`src/rtl/mem_request_master.sv`:
```
// Initiator for the memory unit func/execute/is_ready protocol: runs one client
// operation at a time, grants garbage collection and retries refused allocations.
module mem_request_master #(
  parameter int         ADDR_WIDTH        = 10,
  parameter int         DATA_WIDTH        = 64,
  parameter int         TIMEOUT           = 1023,
  parameter int         MAX_RETRY         = 3,
  parameter logic [1:0] FUNC_GET_CONTENTS = 2'd0,
  parameter logic [1:0] FUNC_SET_CONTENTS = 2'd1,
  parameter logic [1:0] FUNC_GET_FREE     = 2'd2
) (
  input  logic                  clk,
  input  logic                  rst,
  input  logic                  i_req_valid,
  output logic                  o_req_ready,
  input  logic [1:0]            i_req_op,
  input  logic [ADDR_WIDTH-1:0] i_req_addr1,
  input  logic [ADDR_WIDTH-1:0] i_req_addr2,
  input  logic [DATA_WIDTH-1:0] i_req_data,
  output logic                  o_resp_valid,
  output logic                  o_resp_err,
  output logic [DATA_WIDTH-1:0] o_resp_data1,
  output logic [DATA_WIDTH-1:0] o_resp_data2,
  output logic [ADDR_WIDTH-1:0] o_resp_addr,
  output logic [1:0]            o_mem_func,
  output logic                  o_mem_execute,
  output logic [ADDR_WIDTH-1:0] o_mem_address1,
  output logic [ADDR_WIDTH-1:0] o_mem_address2,
  output logic [DATA_WIDTH-1:0] o_mem_write_data,
  input  logic                  i_mem_is_ready,
  input  logic [ADDR_WIDTH-1:0] i_mem_free_addr,
  input  logic [DATA_WIDTH-1:0] i_mem_read_data1,
  input  logic [DATA_WIDTH-1:0] i_mem_read_data2,
  input  logic                  i_mem_gc,
  output logic                  o_gc_ready
);

  localparam logic [1:0] OP_READ  = 2'd0;
  localparam logic [1:0] OP_WRITE = 2'd1;
  localparam logic [1:0] OP_ALLOC = 2'd2;
  localparam logic [1:0] OP_CONS  = 2'd3;

  localparam int TW = $clog2(TIMEOUT + 2);
  localparam int RW = $clog2(MAX_RETRY + 2);
  localparam logic [TW-1:0] TMO_LIM   = TW'(TIMEOUT);
  localparam logic [RW-1:0] RETRY_LIM = RW'(MAX_RETRY);

  typedef enum logic [2:0] {S_IDLE, S_ISSUE, S_WAIT, S_GC_GRANT, S_RESP} state_t;

  state_t                r_state, w_state_next;
  logic                  r_live;
  logic [1:0]            r_op;
  logic [ADDR_WIDTH-1:0] r_addr1, r_addr2, r_alloc_addr, r_resp_addr;
  logic [DATA_WIDTH-1:0] r_data, r_resp_data1, r_resp_data2;
  logic                  r_cons_wr, r_first, r_resp_err;
  logic [TW-1:0]         r_tmo_cnt;
  logic [RW-1:0]         r_retry_cnt;

  logic                  w_accept, w_done, w_is_alloc, w_refused, w_tmo_hit, w_exhausted;
  logic [TW-1:0]         w_tmo_inc;

  assign w_accept    = o_req_ready && i_req_valid;
  assign w_done      = (r_state == S_WAIT) && !r_first && i_mem_is_ready;
  assign w_is_alloc  = (r_op == OP_ALLOC) || ((r_op == OP_CONS) && !r_cons_wr);
  assign w_refused   = w_done && w_is_alloc && i_mem_gc;
  assign w_tmo_inc   = (r_tmo_cnt >= TMO_LIM) ? r_tmo_cnt : r_tmo_cnt + TW'(1);
  assign w_tmo_hit   = (w_tmo_inc >= TMO_LIM);
  assign w_exhausted = (r_retry_cnt >= RETRY_LIM);

  always_ff @(posedge clk or posedge rst) begin
    if (rst) r_state <= S_IDLE;
    else     r_state <= w_state_next;
  end

  always_comb begin
    w_state_next = r_state;
    case (r_state)
      S_IDLE:  if (w_accept) w_state_next = S_ISSUE;
      S_ISSUE: w_state_next = S_WAIT;
      S_WAIT: begin
        if (w_done) begin
          if (w_refused)                         w_state_next = S_GC_GRANT;
          else if ((r_op == OP_CONS) && !r_cons_wr) w_state_next = S_ISSUE;
          else                                   w_state_next = S_RESP;
        end else if (w_tmo_hit) begin
          w_state_next = S_RESP;
        end
      end
      S_GC_GRANT: begin
        if (!i_mem_gc)      w_state_next = w_exhausted ? S_RESP : S_ISSUE;
        else if (w_tmo_hit) w_state_next = S_RESP;
      end
      S_RESP:  w_state_next = S_IDLE;
      default: w_state_next = S_IDLE;
    endcase
  end

  always_ff @(posedge clk or posedge rst) begin
    if (rst) begin
      r_live       <= 1'b0;
      r_op         <= '0;
      r_addr1      <= '0;
      r_addr2      <= '0;
      r_data       <= '0;
      r_alloc_addr <= '0;
      r_cons_wr    <= 1'b0;
      r_first      <= 1'b0;
      r_tmo_cnt    <= '0;
      r_retry_cnt  <= '0;
      r_resp_err   <= 1'b0;
      r_resp_data1 <= '0;
      r_resp_data2 <= '0;
      r_resp_addr  <= '0;
    end else begin
      r_live <= 1'b1;
      if (w_accept) begin
        r_op        <= i_req_op;
        r_addr1     <= i_req_addr1;
        r_addr2     <= i_req_addr2;
        r_data      <= i_req_data;
        r_cons_wr   <= 1'b0;
        r_retry_cnt <= '0;
      end
      case (r_state)
        S_ISSUE: begin
          r_tmo_cnt <= '0;
          r_first   <= 1'b1;
        end
        S_WAIT: begin
          r_first   <= 1'b0;
          r_tmo_cnt <= w_tmo_inc;
          if (w_refused) begin
            r_tmo_cnt <= '0;
          end else if (w_done) begin
            r_resp_err <= 1'b0;
            case (r_op)
              OP_READ: begin
                r_resp_data1 <= i_mem_read_data1;
                r_resp_data2 <= i_mem_read_data2;
              end
              OP_ALLOC: r_resp_addr <= i_mem_free_addr;
              OP_CONS: begin
                if (!r_cons_wr) begin
                  r_alloc_addr <= i_mem_free_addr;
                  r_cons_wr    <= 1'b1;
                end else begin
                  r_resp_addr <= r_alloc_addr;
                end
              end
              default: ;
            endcase
          end else if (w_tmo_hit) begin
            r_resp_err <= 1'b1;
          end
        end
        S_GC_GRANT: begin
          r_tmo_cnt <= w_tmo_inc;
          if (!i_mem_gc) begin
            if (w_exhausted) r_resp_err  <= 1'b1;
            else             r_retry_cnt <= r_retry_cnt + RW'(1);
          end else if (w_tmo_hit) begin
            r_resp_err <= 1'b1;
          end
        end
        default: ;
      endcase
    end
  end

  // A CONS runs GET_FREE(1) first, then SET_CONTENTS at the address it returned.
  always_comb begin
    o_mem_execute    = 1'b0;
    o_mem_func       = '0;
    o_mem_address1   = '0;
    o_mem_address2   = '0;
    o_mem_write_data = '0;
    if (r_state == S_ISSUE) begin
      o_mem_execute = 1'b1;
      case (r_op)
        OP_READ: begin
          o_mem_func     = FUNC_GET_CONTENTS;
          o_mem_address1 = r_addr1;
          o_mem_address2 = r_addr2;
        end
        OP_WRITE: begin
          o_mem_func       = FUNC_SET_CONTENTS;
          o_mem_address1   = r_addr1;
          o_mem_write_data = r_data;
        end
        OP_ALLOC: begin
          o_mem_func       = FUNC_GET_FREE;
          o_mem_write_data = r_data;
        end
        default: begin
          if (r_cons_wr) begin
            o_mem_func       = FUNC_SET_CONTENTS;
            o_mem_address1   = r_alloc_addr;
            o_mem_write_data = r_data;
          end else begin
            o_mem_func       = FUNC_GET_FREE;
            o_mem_write_data = DATA_WIDTH'(1);
          end
        end
      endcase
    end
  end

  assign o_req_ready  = r_live && (r_state == S_IDLE) && i_mem_is_ready && !i_mem_gc;
  assign o_gc_ready   = r_live && i_mem_gc && ((r_state == S_IDLE) || (r_state == S_GC_GRANT));
  assign o_resp_valid = (r_state == S_RESP);
  assign o_resp_err   = (r_state == S_RESP) && r_resp_err;
  assign o_resp_data1 = r_resp_data1;
  assign o_resp_data2 = r_resp_data2;
  assign o_resp_addr  = r_resp_addr;

endmodule

```
`config.mk`:
```
export PLATFORM = sky130hd
export DESIGN_NAME = mem_request_master
export DESIGN_NICKNAME = d
export VERILOG_FILES = /design/src/rtl/mem_request_master.sv
export SDC_FILE = /design/constraint.sdc
export NUM_CORES = 1
export LEC_CHECK = 0
export CAP_MARGIN = 20
export CORE_AREA = 2 2 176 178
export CTS_BUF_LIST = sky130_fd_sc_hd__clkbuf_8 sky130_fd_sc_hd__clkbuf_16
export CTS_CLUSTER_SIZE = 8
export DETAILED_ROUTE_END_ITERATION = 16
export DIE_AREA = 0 0 178 180
export PLACE_DENSITY = 0.76
export REMOVE_ABC_BUFFERS = 1
export SETUP_SLACK_MARGIN = 0.02
export SYNTH_ARGS = -nofsm -noshare
export SYNTH_HDL_FRONTEND = slang
export SYNTH_SLANG_ARGS = --single-unit
```
`constraint.sdc`:
```
create_clock -name clk -period 10.8 [get_ports clk]
set_input_delay 1.08 -clock clk [delete_from_list [all_inputs] [get_ports clk]]
set_output_delay 1.08 -clock clk [all_outputs]
set_load 0.02 [all_outputs]
```
==> results_dict.tcl <==
set metrics [dict create \
    status "finished, final reports clean" \
    worstReg2RegStart "r_op[0]" \
    synth-seq-area-share_pct 59.5 \
    hpwl_mm 22.7 \
    slowest_delay_ps 710 \
    drc 0 \
    syn_inst 794 \
    ir_drop_mv 0.191 \
    cts_sinks 255 \
    period_share_pct 41.4 \
    ioPinCount 458 \
    cts-resized-gates 0 \
    critPathRequiredTime_ps 9720 \
    yosysTopAreaCellShare_pct 59.5 \
    syn_avg_cell_area_sq_um 13.5 \
    core-area_sq_mm 0.0302 \
    max_clock_freq_mhz 224 \
    synth_top_cell_by_area "dfrtp_1" \
    syn-cell-area_sq_mm 0.0107 \
    slew-limit-headroom_pct 34.5 \
    vias_per_cell 4.85 \
    h-tree-depth 2 \
    grt_pass1_vias 8463 \
    layout.nets 1490 \
    worstHoldPathCells 1 \
    worst_pin_slew_ps 983 \
    crit_chain "ha_1, nand2_1, a21oi_4, buf_4, and2_1, clkdlybuf4s50_1" \
    grt-ovfl-total 0 \
    cp-start-kind "register" \
    area_growth_pct 55.7 \
    slowest_stage "ha_1" \
    reg2reg_slack_ps 6930 \
    wl_per_cell_microns 18.7 \
    finClkSkew_ps 12.8 \
    cpLargestDelayFamily "buffers and inverters" \
    arrival_ps 3390 \
    gp_congestion 0.826 \
    cts_setup_buffers 0 \
    synth_area_leaders "dfrtp_1 (60%), mux2_2 (24%), and2_1 (3.9%)" \
    clockRootBuffer "clkbuf_16" \
    finalHoldViolations 0 \
    dieArea_sq_mm 0.0320 \
    fp.dieH_microns 180 \
    die_x_microns 178 \
    maxSlewViolCount 0 \
    p_leak_nw 7.11 \
    cts_made_buffers 38 \
    routed_wirelength_mm 30.9 \
    tns_ps 0 \
    worstSetupPathType "reg2out" \
    vias 8023 \
    yosys_warnings 0 \
    timing.rr.end "o_resp_data1[17]" \
    min_from "r_data[52]" \
    path_max_fanout 63 \
    port_buffers 457 \
    ctsHoldBuffers 0 \
    rsz0062_at_grt "false" \
    hold_end "r_data[52]" \
    synth-seq-cells 255 \
    period_minus_slack_ps 4470 \
    first_iter_violations 382 \
    grt_max_degree 131 \
    grt_usage_pct 18.9 \
    clock_latency_ps 510 \
    final_area_sq_mm 0.0167 \
    initial_core_util_pct 35.5 \
    clk_path_buf_depth 3 \
    grt_pass1_wl_mm 47.2 \
    postRouteAntennaNets 0 \
    fillers 2536 \
    endpoint_kind "primary output" \
    cp-startpoint "r_op[0]" \
    cts_tree "yes" \
    cap_violations 0 \
    path_buf_inv 2 \
    drtPass1Iterations 5 \
    min_path_type "reg2reg" \
    setup_viol 0 \
    drive_above_1_share_pct 22.5 \
    r2r_cells 6 \
    dpl-instance-area_sq_mm 0.0157 \
    rows 64 \
    cellPowerDensity_mw_per_mm2 269 \
    antenna_found_initial 1 \
    yosysUniqueCellTypes 46 \
    clkTransAtPathRegs_ps 50 \
]
==> per-layer routing <==
layer / vias to the layer above / track usage (%) / share of wire (%)
met4: 0 / 6.89 / 3.4
met5: - / 0 / 0
met3: 66 / 6.75 / 9.3
met1: 3922 / 20.4 / 36
met2: 343 / 33.7 / 51
li1: 3692 / - / -
==> how the worst max path moves through the flow <==
stage                           endpoint  slack (ps)  cells past startpoint
finish              o_mem_write_data[31]        6330                      6
global route        o_mem_write_data[31]        6120                      6
CTS                 o_mem_write_data[31]        6250                      6
floorplan                 o_resp_addr[0]        2710                      1
detailed placement       o_resp_data2[2]        6590                      5
global placement        o_resp_data2[40]        6660                      5
==> flip-flops by register name, indices dropped and copies added (netlist names) <==
name	count
r_alloc_addr	10
r_op	2
o_resp_data2	64
r_addr1	10
r_tmo_cnt	11
r_cons_wr	1
r_retry_cnt	3
r_state	3
r_addr2	10
o_resp_addr	10
o_resp_data1	64
r_first	1
r_resp_err	1
r_data	64
r_live	1
==> layout by cell type, fill, tap and decap left out, drive strengths merged, types with 13 or more instances in the layout <==
cell             n
dfrtp          255
a21oi           21
and3            14
mux2           224
clkdlybuf4s50  457
nor2            39
clkbuf          39
nand2           21
inv             13
o21ai           20
and2            66
==> power breakdown <==
part | internal (W) | switching (W) | total (W)
Sequential | 0.00141 | 0.000245 | 0.00166
Clock | 0.000628 | 0.000395 | 0.00102
Combinational | 0.000964 | 0.000849 | 0.00181
Total | 0.00300 | 0.00149 | 0.00449
==> logic make-up after synthesis <==
group | Yosys count | share of synthesized area, %
other cells | 1 | 0.0350
mux | 234 | 24.5
fa+ha+maj | 7 | 0.817
simple gates | 164 | 8.20
xor+xnor | 1 | 0.0817
compound gates | 78 | 4.70
flops | 255 | 59.5
buf+inv | 54 | 2.21
==> Yosys cell counts, drive strengths merged <==
library cell / instances
nor3b: 1
nand2: 21
nand2b: 4
a21o: 2
and3: 14
a41o: 2
or2: 1
or3: 1
o221ai: 1
a22oi: 10
a31o: 1
o31ai: 3
or3b: 1
o21bai: 1
o21a: 1
a31oi: 4
a21oi: 21
mux2: 224
clkbuf: 16
and4b: 1
inv: 10
o31a: 1
o311a: 1
a211oi: 1
nand3: 6
o21ai: 20
xnor2: 1
dfrtp: 255
conb: 1
nor2b: 4
nor3: 2
a32oi: 1
o22ai: 2
a22o: 1
and2: 66
ha: 7
mux2i: 10
a41oi: 2
nand4: 3
a32o: 2
buf: 28
o211ai: 1
nor2: 39
==> final cells by class <==
| cell class | count | area, sq um | area share [%] |
|---|---|---|---|
| clock inverter | 5 | 46.3 | 0.277 |
| multi-input combinational | 485 | 4140 | 24.8 |
| timing repair buffer | 464 | 4630 | 27.7 |
| antenna | 1 | 2.50 | 0.0150 |
| clock buffer | 39 | 965 | 5.78 |
| inverter | 10 | 45.0 | 0.270 |
| tap | 396 | 495 | 2.97 |
| sequential | 255 | 6380 | 38.2 |
==> worst register-to-register path: cells and delay by family (launching register included) <==
kind	cells	cell delay, ps
AO/OA/AOI/OAI	1	280
AND/OR/NAND/NOR	2	1060
adder cells (fa/ha/maj)	1	710
flip-flops	1	400
multiplexers	1	460
buffers and inverters	1	850
==> through the flow <==
| step | utilization (%) | hold WS, ps | worst slack, ps | instances | total power (W) |
|---|---|---|---|---|---|
| 2_1_floorplan | - | 457 | 2710 | 750 | 0.00260 |
| 3_3_place_gp | 52.0 | 478 | 6660 | 1610 | 0.00344 |
| 3_5_place_dp | 52.0 | 484 | 6590 | 1610 | 0.00350 |
| 4_1_cts | 55.3 | 495 | 6250 | 1654 | 0.00456 |
| 5_1_grt | 55.3 | 506 | 6120 | 1654 | 0.00473 |
| 6_report | 55.3 | 491 | 6330 | 1655 | 0.00449 |
No activity file was read; power rests on OpenSTA's default activity.
